**src/rtl/cpu_ctrl_pkg.sv**
```systemverilog
`default_nettype none
// ============================================================================
// Module   : cpu_ctrl_pkg
// Brief    : Shared encodings and types for the multi-cycle control sequencer.
// Revision : 1.0 - initial release
// ============================================================================
package cpu_ctrl_pkg;

    localparam logic HIGH = 1'b1;
    localparam logic LOW  = 1'b0;

    localparam logic [1:0] R_Type = 2'b00;
    localparam logic [1:0] S_Type = 2'b01;
    localparam logic [1:0] I_Type = 2'b10;
    localparam logic [1:0] J_Type = 2'b11;

    localparam logic [4:0] AND  = 5'd0;
    localparam logic [4:0] ADD  = 5'd1;
    localparam logic [4:0] SUB  = 5'd2;
    localparam logic [4:0] CMP  = 5'd3;
    localparam logic [4:0] ANDI = 5'd4;
    localparam logic [4:0] ADDI = 5'd5;
    localparam logic [4:0] LW   = 5'd6;
    localparam logic [4:0] SW   = 5'd7;
    localparam logic [4:0] BEQ  = 5'd8;
    localparam logic [4:0] BNE  = 5'd9;
    localparam logic [4:0] J    = 5'd10;
    localparam logic [4:0] JAL  = 5'd11;
    localparam logic [4:0] SLL  = 5'd12;
    localparam logic [4:0] SLR  = 5'd13;
    localparam logic [4:0] SLLV = 5'd14;
    localparam logic [4:0] SLRV = 5'd15;

    localparam logic [1:0] PC_Src_Dft = 2'b00;
    localparam logic [1:0] PC_Src_BTA = 2'b01;
    localparam logic [1:0] PC_Src_Jmp = 2'b10;
    localparam logic [1:0] PC_Src_Ra  = 2'b11;

    localparam logic [1:0] ALU_Src_Reg = 2'b00;
    localparam logic [1:0] ALU_Src_UIm = 2'b01;
    localparam logic [1:0] ALU_Src_SIm = 2'b10;
    localparam logic [1:0] ALU_Src_SAi = 2'b11;

    localparam logic [2:0] ALU_Add = 3'd0;
    localparam logic [2:0] ALU_Sub = 3'd1;
    localparam logic [2:0] ALU_And = 3'd2;
    localparam logic [2:0] ALU_SLL = 3'd3;
    localparam logic [2:0] ALU_SLR = 3'd4;

    typedef enum logic [2:0] {
        INIT = 3'd0,
        FTCH = 3'd1,
        DCDE = 3'd2,
        EXEC = 3'd3,
        MEM  = 3'd4,
        WRB  = 3'd5,
        ERR  = 3'd6
    } stage_t;

    typedef struct packed {
        logic [2:0] alu_op;
        logic [1:0] pc_src;
        logic [1:0] alu_src;
        logic       rb_src;
        logic       wb_sel;
        logic       rf_we;
        logic       mem_we;
        logic       mem_re;
        logic       en_fetch;
        logic       en_decode;
        logic       en_execute;
        logic       instr_done;
        logic       error;
    } ctrl_out_t;

endpackage
`default_nettype wire

```
**src/rtl/ctrl_decode.sv**
```systemverilog
`default_nettype none
// ============================================================================
// Module   : ctrl_decode
// Brief    : Combinational instruction decode: ALU op/src, PC source, next stage.
// Revision : 1.0 - initial release
// ============================================================================
module ctrl_decode
    import cpu_ctrl_pkg::*;
#(
    parameter int FUNC_W = 5
) (
    input  logic [1:0]        i_instr_type,
    input  logic [FUNC_W-1:0] i_func,
    input  logic              i_stop,
    input  logic              i_flag_zero,
    output logic [2:0]        o_alu_op,
    output logic [1:0]        o_alu_src,
    output stage_t            o_exec_next,
    output logic [1:0]        o_pc_src,
    output logic              o_is_jump,
    output logic              o_is_lw,
    output logic              o_is_sw,
    output logic              o_is_jal,
    output logic              o_is_itype
);

    logic w_and, w_sub, w_cmp, w_andi, w_lw, w_sw, w_beq, w_bne;
    logic w_j, w_jal, w_sll, w_slr, w_sllv, w_slrv;

    assign w_and  = (i_func == FUNC_W'(AND));
    assign w_sub  = (i_func == FUNC_W'(SUB));
    assign w_cmp  = (i_func == FUNC_W'(CMP));
    assign w_andi = (i_func == FUNC_W'(ANDI));
    assign w_lw   = (i_func == FUNC_W'(LW));
    assign w_sw   = (i_func == FUNC_W'(SW));
    assign w_beq  = (i_func == FUNC_W'(BEQ));
    assign w_bne  = (i_func == FUNC_W'(BNE));
    assign w_j    = (i_func == FUNC_W'(J));
    assign w_jal  = (i_func == FUNC_W'(JAL));
    assign w_sll  = (i_func == FUNC_W'(SLL));
    assign w_slr  = (i_func == FUNC_W'(SLR));
    assign w_sllv = (i_func == FUNC_W'(SLLV));
    assign w_slrv = (i_func == FUNC_W'(SLRV));

    assign o_is_jump  = (i_instr_type == J_Type) && w_j;
    assign o_is_lw    = w_lw;
    assign o_is_sw    = w_sw;
    assign o_is_jal   = w_jal;
    assign o_is_itype = (i_instr_type == I_Type);

    always_comb begin
        o_alu_op    = ALU_Add;
        o_alu_src   = ALU_Src_Reg;
        o_exec_next = WRB;
        o_pc_src    = PC_Src_Dft;

        if (w_sll || w_sllv)                        o_alu_op = ALU_SLL;
        else if (w_slr || w_slrv)                   o_alu_op = ALU_SLR;
        else if (w_and || w_andi)                   o_alu_op = ALU_And;
        else if (w_sub || w_cmp || w_beq || w_bne)  o_alu_op = ALU_Sub;

        if ((i_instr_type == S_Type) && (w_sll || w_slr)) o_alu_src = ALU_Src_SAi;
        else if (i_instr_type == I_Type)                  o_alu_src = w_andi ? ALU_Src_UIm : ALU_Src_SIm;

        if (w_lw || w_sw || w_jal)          o_exec_next = MEM;
        else if (w_beq || w_bne || w_cmp)   o_exec_next = FTCH;

        // Branch resolution uses the flags left by the previous instruction.
        if (i_stop)                                                o_pc_src = PC_Src_Ra;
        else if (i_instr_type == J_Type)                           o_pc_src = PC_Src_Jmp;
        else if ((i_instr_type == I_Type) && w_beq && i_flag_zero)  o_pc_src = PC_Src_BTA;
        else if ((i_instr_type == I_Type) && w_bne && !i_flag_zero) o_pc_src = PC_Src_BTA;
    end

endmodule
`default_nettype wire

```
**src/rtl/multicycle_control_sequencer.sv**
```systemverilog
`default_nettype none
// ============================================================================
// Module   : multicycle_control_sequencer
// Brief    : Multi-cycle FTCH/DCDE/EXEC/MEM/WRB control FSM with ready waits,
//            stall, timeout error and optional counters (CTRL_PERF_COUNTERS_EN).
// Revision : 1.0 - initial release
// ============================================================================
module multicycle_control_sequencer
    import cpu_ctrl_pkg::*;
#(
    parameter int FUNC_W      = 5,
    parameter int ALU_OP_W    = 3,
    parameter int MEM_TIMEOUT = 15,
    parameter int CNT_W       = 32
) (
    input  logic                clock,
    input  logic                reset,
    input  logic [1:0]          InstructionType,
    input  logic [FUNC_W-1:0]   FunctionCode,
    input  logic                StopBit,
    input  logic                flag_zero,
    input  logic                stall,
    input  logic                imem_ready,
    input  logic                dmem_ready,
    output logic [ALU_OP_W-1:0] sig_alu_op,
    output logic [1:0]          sig_pc_src,
    output logic [1:0]          sig_alu_src,
    output logic                sig_rb_src,
    output logic                sig_write_back_data_select,
    output logic                sig_rf_enable_write,
    output logic                sig_enable_data_memory_write,
    output logic                sig_enable_data_memory_read,
    output logic                en_instruction_fetch,
    output logic                en_instruction_decode,
    output logic                en_execute,
    output logic                instr_done,
    output logic                sig_error
`ifdef CTRL_PERF_COUNTERS_EN
    ,
    output logic [CNT_W-1:0]    perf_retired,
    output logic [CNT_W-1:0]    perf_stall
`endif
);

    localparam int c_WAIT_W = $clog2(MEM_TIMEOUT + 1);

    if ((MEM_TIMEOUT < 1) || (CNT_W < 1)) begin : g_param_check
        $error("multicycle_control_sequencer: MEM_TIMEOUT and CNT_W must be >= 1");
    end

    stage_t                r_state, w_next;
    ctrl_out_t             r_out, w_out;
    logic [c_WAIT_W-1:0]   r_wait, w_wait;
    logic                  w_waiting;

    logic [2:0] w_alu_op;
    logic [1:0] w_alu_src, w_pc_src;
    stage_t     w_exec_next;
    logic       w_is_jump, w_is_lw, w_is_sw, w_is_jal, w_is_itype;

    ctrl_decode #(.FUNC_W(FUNC_W)) u_decode (
        .i_instr_type (InstructionType),
        .i_func       (FunctionCode),
        .i_stop       (StopBit),
        .i_flag_zero  (flag_zero),
        .o_alu_op     (w_alu_op),
        .o_alu_src    (w_alu_src),
        .o_exec_next  (w_exec_next),
        .o_pc_src     (w_pc_src),
        .o_is_jump    (w_is_jump),
        .o_is_lw      (w_is_lw),
        .o_is_sw      (w_is_sw),
        .o_is_jal     (w_is_jal),
        .o_is_itype   (w_is_itype)
    );

    always_comb begin
        w_next           = r_state;
        w_out            = r_out;
        w_out.instr_done = LOW;
        w_wait           = r_wait;
        w_waiting        = LOW;

        if (!stall) begin
            case (r_state)
                INIT: w_next = FTCH;
                FTCH: if (imem_ready) w_next = DCDE; else w_waiting = HIGH;
                DCDE: w_next = w_is_jump ? FTCH : EXEC;
                EXEC: w_next = w_exec_next;
                MEM: begin
                    if (dmem_ready || w_is_jal) w_next = w_is_lw ? WRB : FTCH;
                    else                        w_waiting = HIGH;
                end
                WRB:     w_next = FTCH;
                ERR:     w_next = ERR;
                default: w_next = INIT;
            endcase

            // Ready arriving on the last allowed wait cycle still completes.
            if (w_waiting) begin
                if (r_wait == c_WAIT_W'(MEM_TIMEOUT - 1)) w_next = ERR;
                else                                      w_wait = r_wait + 1'b1;
            end

            // Outputs change only on state entry, so waits hold them steady.
            if (w_next != r_state) begin
                case (w_next)
                    FTCH: begin
                        w_out.pc_src     = w_pc_src;
                        w_out.en_fetch   = HIGH;
                        w_out.en_decode  = LOW;
                        w_out.en_execute = LOW;
                        w_out.rf_we      = LOW;
                        w_out.mem_we     = LOW;
                        w_out.mem_re     = LOW;
                        w_out.instr_done = (r_state != INIT);
                        w_wait           = '0;
                    end
                    DCDE: begin
                        w_out.en_fetch  = LOW;
                        w_out.en_decode = HIGH;
                        w_out.rb_src    = w_is_itype;
                    end
                    EXEC: begin
                        w_out.en_decode  = LOW;
                        w_out.en_execute = HIGH;
                        w_out.alu_op     = w_alu_op;
                        w_out.alu_src    = w_alu_src;
                    end
                    MEM: begin
                        w_out.en_execute = LOW;
                        w_out.mem_we     = w_is_sw;
                        w_out.mem_re     = w_is_lw;
                        w_wait           = '0;
                    end
                    WRB: begin
                        w_out.en_execute = LOW;
                        w_out.mem_we     = LOW;
                        w_out.mem_re     = LOW;
                        w_out.rf_we      = HIGH;
                        w_out.wb_sel     = w_is_lw;
                    end
                    ERR: begin
                        w_out.en_fetch   = LOW;
                        w_out.en_decode  = LOW;
                        w_out.en_execute = LOW;
                        w_out.rf_we      = LOW;
                        w_out.mem_we     = LOW;
                        w_out.mem_re     = LOW;
                        w_out.error      = HIGH;
                    end
                    default: ;
                endcase
            end
        end
    end

    always_ff @(posedge clock) begin
        if (reset) begin
            r_state <= INIT;
            r_out   <= '0;
            r_wait  <= '0;
        end else begin
            r_state <= w_next;
            r_out   <= w_out;
            r_wait  <= w_wait;
        end
    end

    assign sig_alu_op                   = ALU_OP_W'(r_out.alu_op);
    assign sig_pc_src                   = r_out.pc_src;
    assign sig_alu_src                  = r_out.alu_src;
    assign sig_rb_src                   = r_out.rb_src;
    assign sig_write_back_data_select   = r_out.wb_sel;
    assign sig_rf_enable_write          = r_out.rf_we;
    assign sig_enable_data_memory_write = r_out.mem_we;
    assign sig_enable_data_memory_read  = r_out.mem_re;
    assign en_instruction_fetch         = r_out.en_fetch;
    assign en_instruction_decode        = r_out.en_decode;
    assign en_execute                   = r_out.en_execute;
    assign instr_done                   = r_out.instr_done;
    assign sig_error                    = r_out.error;

`ifdef CTRL_PERF_COUNTERS_EN
    logic [CNT_W-1:0] r_perf_retired, r_perf_stall;

    always_ff @(posedge clock) begin
        if (reset) begin
            r_perf_retired <= '0;
            r_perf_stall   <= '0;
        end else begin
            if (w_out.instr_done)    r_perf_retired <= r_perf_retired + 1'b1;
            if (stall || w_waiting)  r_perf_stall   <= r_perf_stall + 1'b1;
        end
    end

    assign perf_retired = r_perf_retired;
    assign perf_stall   = r_perf_stall;
`endif

endmodule
`default_nettype wire

```
**config.mk**
```make
export PLATFORM = sky130hd
export DESIGN_NAME = multicycle_control_sequencer
export DESIGN_NICKNAME = d
export VERILOG_FILES = /design/src/rtl/cpu_ctrl_pkg.sv /design/src/rtl/ctrl_decode.sv /design/src/rtl/multicycle_control_sequencer.sv
export SDC_FILE = /design/constraint.sdc
export NUM_CORES = 1
export LEC_CHECK = 0
export CAP_MARGIN = 0
export CORE_UTILIZATION = 45
export CTS_BUF_LIST = sky130_fd_sc_hd__clkbuf_16
export DETAILED_ROUTE_END_ITERATION = 12
export GPL_ROUTABILITY_DRIVEN = 1
export HOLD_SLACK_MARGIN = 0.03
export PLACE_DENSITY = 0.72
export SLEW_MARGIN = 25
export SYNTH_ARGS = -nofsm -noshare
export SYNTH_HDL_FRONTEND = slang
export SYNTH_SLANG_ARGS = --single-unit
```
**constraint.sdc**
```tcl
create_clock -name clock -period 4.4 [get_ports clock]
set_input_delay 0.66 -clock clock [delete_from_list [all_inputs] [get_ports clock]]
set_output_delay 0.66 -clock clock [all_outputs]
set_load 0.1 [all_outputs]
```
==> results.md, run 1 <==
- Post-synth top cells: 24 x dfxtp_1, 22 x nor2_1, 15 x a21oi_1
- Drt drc: 0
- Total placed cells including tap cells: 238
- Fraction of layout cells with a size suffix above 1: 12.6%
- Die H: 59.7 um
- Worst slew pin tran: 982 ps
- Post-Route Utilization: 61.4%
- Switch share: 27.5%
- CTS tree: done
- Max-slew headroom: 34.3%
- Startpoint class of the critical path: input port
- Gp weighted congestion: 0.880
- Yosys top cell by area: dfxtp_1
- Setup crit end kind: flop
- Iteration-0 DRC Markers: 69
- DP Wirelength: 2.75 mm
- # diodes: 0
- Asr flop ratio synth: 0%
- Setup CP Type: in -> reg
- Antenna-violating nets left: 0
- Maxcap violations: 0
- Post-synthesis cell type count: 56
- Vias: 1422
- Most used DFF post-synth: dfxtp_1
- Area occupied by multi-input gates: 935 um2
- Die area: 3570 um2
- Synth Instances: 174
- Worst ir drop on vdd: 148 uV
- Post-CTS Repair Setup Buffers: 0
- Worst hold path class: reg -> reg
- Final Max Tran Viols: 0
- Clock Tree Buf Depth: 2
- Synthesized area: 1500 um2
- Setup TNS: 0 ps
- DR pass1 iterations: 4
- Buffers added on ports: 30
- RSZ-0062 raised after global routing: no
- # rows: 20
- Final wirelength: 3.77 mm
- # nets final: 215
- Max FO, Critical Path: 10
- Logic pwr share: 19.9%
- Most common cell in the netlist: dfxtp_1
- Starting density of the core: 48.3%
- Hold slack: 461 ps
- Final worst-path cycle share: 73.4%
- Clock Power Share: 42.6%
- Total power: 0.614 mW
- Net switching power: 0.169 mW
- Synth warn: 0
- H-tree levels: 1
- Syn_area_per_cell: 8.61 um2
- Total leakage power: 0.694 nW
- Yosys reg bits: 24
- Area Growth Syn to Fin: 27.1%
- Post-CTS sizing: 0
- Vias in the first global route: 1285
- Clock sinks: 24
- CP required: 4520 ps
- Synth area leaders: dfxtp_1 32%, nor2_1 5.5%, a21oi_1 5.0%
- First-pass GRT wire length: 6.01 mm
- Syn nets: 190
- Fillers: 301
- Post-synth EDFFs: 0
- Register share of total power: 37.5%
- Sequential cell area: 480 um2
- Clock skew: 1.98 ps
- Synth top area share: 32.1%
- Max Freq: 309 MHz
- Post-DR wirelength/cell: 15.6 um
- Seq/Total Area, Yosys: 32.1%
- Floorplan core area: 3100 um2
- Min cycle time layout: 3230 ps
- # IOs: 31
- Cell Pwr Density: 322 nW/um2
- Internal power: 0.445 mW
- Gr ovfl total: 0
- Worst skew pair latency: 260 ps
- Hold_buf cts: 0
- Setup Viol. Count Final: 0
- Vias/cell: 5.88
- Root buf cell: clkbuf_16
- Initial antenna violation count: 0
- Inserted Clock Buffers: 3
- Final hold viol count: 0
- Worst-path clk slew: 60 ps
- Final Non-Filler Cells: 242
- Largest net degree at the start of global routing: 21
- Status: complete, no violations
- GRT Util Overall: 22.7%
- Crit path DAT: 3350 ps
- Die X: 59.7 um
## power groups by stage
stage	logic, mW	registers (mW)	clock network, mW
2_1_floorplan	0.0530	0.270	0
3_3_place_gp	0.119	0.235	0
6_report	0.122	0.231	0.261
4_1_cts	0.122	0.230	0.265
5_1_grt	0.130	0.231	0.275
3_5_place_dp	0.120	0.235	0
## metal layers
| metal | track usage (%) | wire (um) | vias up |
|---|---|---|---|
| met1 | 28.1 | 1660 | 683 |
| met2 | 38.3 | 1840 | 40 |
| li1 | - | - | 693 |
| met5 | 0 | 0 | - |
| met4 | 7.64 | 49 | 0 |
| met3 | 5.84 | 224 | 6 |
## per-stage QoR
| stage | setup slack, ps | instance area (um2) |
|---|---|---|
| after floorplan | 1750 | 1500 |
| after CTS | 1210 | 1910 |
| after global placement | 943 | 1800 |
| final | 1170 | 1910 |
| after detailed placement | 942 | 1800 |
| after global routing | 958 | 1910 |
## layout by cell type (no fill, tap or decap), types with 2 or more instances in the layout
cell type / count
a21oi_1: 15
and4bb_1: 2
nand3_1: 4
a211oi_1: 8
nand2_2: 2
o21a_1: 3
clkdlybuf4s50_1: 30
a211o_1: 2
a31oi_1: 4
a211o_2: 2
clkbuf_16: 3
xnor2_1: 2
ha_1: 2
nand4_1: 2
inv_1: 8
dfxtp_1: 24
o21ai_0: 6
nand2_1: 8
nor2b_1: 5
nor3_1: 7
nor2_1: 22
mux2i_1: 4
## critical path, cell delays in order
cell	delay, ps
clkdlybuf4s50_1	640
and4bb_1	290
a211o_1	320
a221oi_2	400
nand2_2	170
nor4_4	570
mux2i_1	250
nor2_1	50
## state kept, by name, summed over array words and instances, names as in the netlist, 2 cells and up
register     cells
sig_pc_src       2
sig_alu_src      2
r_state          3
r_wait           4
sig_alu_op       3
## logic make-up after synthesis
| family | Yosys count | share of synthesized area, % |
|---|---|---|
| AO/OA/AOI/OAI | 56 | 29.6 |
| XOR/XNOR | 3 | 1.75 |
| adder cells (fa/ha/maj) | 2 | 1.67 |
| buffers and inverters | 18 | 5.59 |
| flip-flops | 24 | 32.1 |
| multiplexers | 5 | 3.42 |
| AND/OR/NAND/NOR | 66 | 25.9 |
## cell type report
type / instances / area share, %
Inverter: 8 / 1.58
Clock buffer: 3 / 3.94
Clock inverter: 1 / 1.58
Multi-Input combinational cell: 132 / 49.0
Tap cell: 44 / 2.89
Sequential cell: 24 / 25.2
Timing Repair Buffer: 30 / 15.8
## worst paths after layout
kind / startpoint / end / slack, ps / depth (start not counted)
max: FunctionCode[2] / sig_alu_op[1] / 1170 / 8
min: sig_alu_op[2] / sig_alu_op[2] / 460 / 2
max reg2reg: r_state[1] / sig_alu_op[1] / 1620 / 7
min reg2reg: sig_alu_op[2] / sig_alu_op[2] / 460 / 2
Power figures use the tool's default switching activity.
==> inputs of run 2 (changes only) <==
==> constraint.sdc (replaced) <==
create_clock -name clock -period 3.1 [get_ports clock]
set_input_delay 0.465 -clock clock [delete_from_list [all_inputs] [get_ports clock]]
set_output_delay 0.465 -clock clock [all_outputs]
set_load 0.1 [all_outputs]
==> results.md, run 2 (synthesis results as in run 1) <==
- Status: complete, no violations
- Hold depth: 2 (unchanged)
- GRT Util Overall: 22.7% (+0.025 points)
- Iteration-0 DRC Markers: 50 (-28%)
- Die X: 59.7 um (unchanged)
- Largest stage delay, worst path: 560 ps (-80 ps)
- Max FO, Critical Path: 10 (unchanged)
- DR pass1 iterations: 4 (unchanged)
- Vias/cell: 5.88 (about the same)
- Die area: 3570 um2 (unchanged)
- Final worst-path cycle share: 92.2%
- Most frequent cells in the layout: 24 x dfxtp_1, 23 x buf_4, 22 x nor2_1, 15 x a21oi_1, 13 x clkdlybuf4s50_1
- Setup crit end kind: flop
- # nets final: 221 (+2.8%)
- Post-DR wirelength/cell: 14.8 um (-5.0%)
- Worst-path clk slew: 60 ps (about the same)
- Worst min-delay path endpoint: sig_alu_op[2]
- Reg-to-reg startpoint: r_state[1]
- CTS tree: done
- Largest Register: r_wait
- First-pass GRT wire length: 6.07 mm (+1.0%)
- Worst hold path class: reg -> reg
- H-tree levels: 1 (unchanged)
- Final Non-Filler Cells: 248 (+2.5%)
- Gr ovfl total: 0 (unchanged)
- Setup Viol. Count Final: 0 (unchanged)
- Total leakage power: 0.756 nW (+8.9%)
- # diodes: 0 (unchanged)
- # rows: 20 (unchanged)
- Clock skew: 3.39 ps (+1.41 ps)
- Design Area, Final: 1910 um2 (+0.13%)
- Setup WS pre-CTS: -21.7 ps (-964 ps)
- Total placed cells including tap cells: 244 (+2.5%)
- Antenna-violating nets left: 0 (unchanged)
- Area Growth Syn to Fin: 27.3%
- Hold_buf cts: 0 (unchanged)
- Worst reg-to-reg setup slack: 570 ps (-1050 ps)
- Cell Pwr Density: 460 nW/um2 (+43%)
- Vias: 1458 (+2.5%)
- Sequential cell area: 480 um2 (unchanged)
- Worst Setup Slack, final: 241 ps (-928 ps)
- Reg2reg end: sig_alu_src[0]
- Crit path DAT: 3060 ps (-290 ps)
- Worst slew pin tran: 751 ps (-231 ps)
- Final Max Tran Viols: 0 (unchanged)
- Fillers: 305 (+1.3%)
- Final wirelength: 3.67 mm (-2.6%)
- # IOs: 31 (unchanged)
- Critical path cell sequence: clkdlybuf4s50_1, nand4bb_1, o211a_4, a211o_2, a211o_1, and2_4, nor4b_1, a32o_1
- Worst skew pair latency: 260 ps (about the same)
- Post-CTS sizing: 0 (unchanged)
- Met1 Use GR: 30.5% (+2.5 points)
- Setup TNS: 0 ps (unchanged)
- Slowest-stage cell, CP: clkdlybuf4s50_1
- Largest net degree at the start of global routing: 21 (unchanged)
- Startpoint class of the critical path: input port
- GR Util met2: 36.5% (-1.7 points)
- Most common cell after layout, fill and taps aside: dfxtp_1
- Min cycle time layout: 2860 ps
- Floorplan core area: 3100 um2 (unchanged)
- Maxcap violations: 0 (unchanged)
- Placement-stage cell area: 1800 um2 (+0.14%)
- Starting density of the core: 48.3% (unchanged)
- FF-to-FF path depth: 8 (+1)
- Drt drc: 0 (unchanged)
- RSZ-0062 raised after global routing: no
- Inserted Clock Buffers: 3 (unchanged)
- Fraction of layout cells with a size suffix above 1: 23.5% (+11 points)
- Clock sinks: 24 (unchanged)
- Die H: 59.7 um (unchanged)
- GRT busiest layer: met2
- Max-slew headroom: 49.8% (+15 points)
- Post-CTS Repair Setup Buffers: 0 (unchanged)
- Post-Route Utilization: 61.5% (+0.081 points)
- Worst ir drop on vdd: 241 uV (+63%)
- Initial antenna violation count: 0 (unchanged)
- DP Wirelength: 2.80 mm (+1.8%)
- GR Util met3: 4.55% (-1.3 points)
- Area occupied by multi-input gates: 935 um2 (unchanged)
- Setup CP Type: in -> reg
- Gp weighted congestion: 0.813 (-7.6%)
- Vias in the first global route: 1269 (-1.2%)
- Clock Tree Buf Depth: 2 (unchanged)
- Buffers added on ports: 30 (unchanged)
- Root buf cell: clkbuf_16
- CP required: 3300 ps (-1220 ps)
- Max Freq: 350 MHz
- Final hold viol count: 0 (unchanged)
- Max reg flops: 4 (unchanged)
- Hold Crit Start: sig_alu_op[2]
[run 2: cell types whose count changed in the layout (fill, tap and decap cells not counted), sizes merged]
cell and change:
clkdlybuf4s50 -17, buf +23
[run 2: layout make-up]
type	instances	area share, %
Multi-Input combinational cell	132	49.0
Sequential cell	24	25.2
Timing Repair Buffer	36	15.9
Clock buffer	3	3.93
Tap cell	44	2.89
Clock inverter	1	1.57
Inverter	8	1.57
[run 2: stage by stage]
step	total power, mW	hold WS, ps
2_1_floorplan	0.458	482
3_3_place_gp	0.507	455
3_5_place_dp	0.509	469
4_1_cts	0.878	480
5_1_grt	0.908	493
6_report	0.879	472
[run 2: power breakdown]
group | leakage [nW] | internal [mW] | switching (mW) | total [mW]
clock | 0.0511 | 0.257 | 0.118 | 0.375
sequential | 0.195 | 0.318 | 0.00937 | 0.327
combinational | 0.510 | 0.0611 | 0.115 | 0.176
total | 0.756 | 0.636 | 0.243 | 0.879
[run 2: worst max path at each step]
stage                    start                           end  slack, ps  cells past startpoint
2_1_floorplan  FunctionCode[4]                 sig_alu_op[0]        650                      8
3_3_place_gp   FunctionCode[2]  sig_enable_data_memory_write         80                      8
3_5_place_dp   FunctionCode[4]                 sig_alu_op[0]        -20                      9
4_1_cts        FunctionCode[2]                sig_alu_src[1]        240                      9
5_1_grt        FunctionCode[4]                sig_alu_src[1]         90                      9
6_report       FunctionCode[2]  sig_enable_data_memory_write        240                      8
[run 2: critical path: cells and delay by family]
kind            cells  cell delay [ps]
compound gates      4             1150
buf+inv             1              560
simple gates        3              890
[run 2: layer usage]
| layer | vias up | wire [um] | part of all wire (%) |
|---|---|---|---|
| met5 | - | 0 | 0 |
| met4 | 0 | 42 | 1.1 |
| met3 | 7 | 186 | 5.1 |
| met2 | 41 | 1760 | 48 |
| met1 | 700 | 1690 | 46 |
| li1 | 710 | - | - |
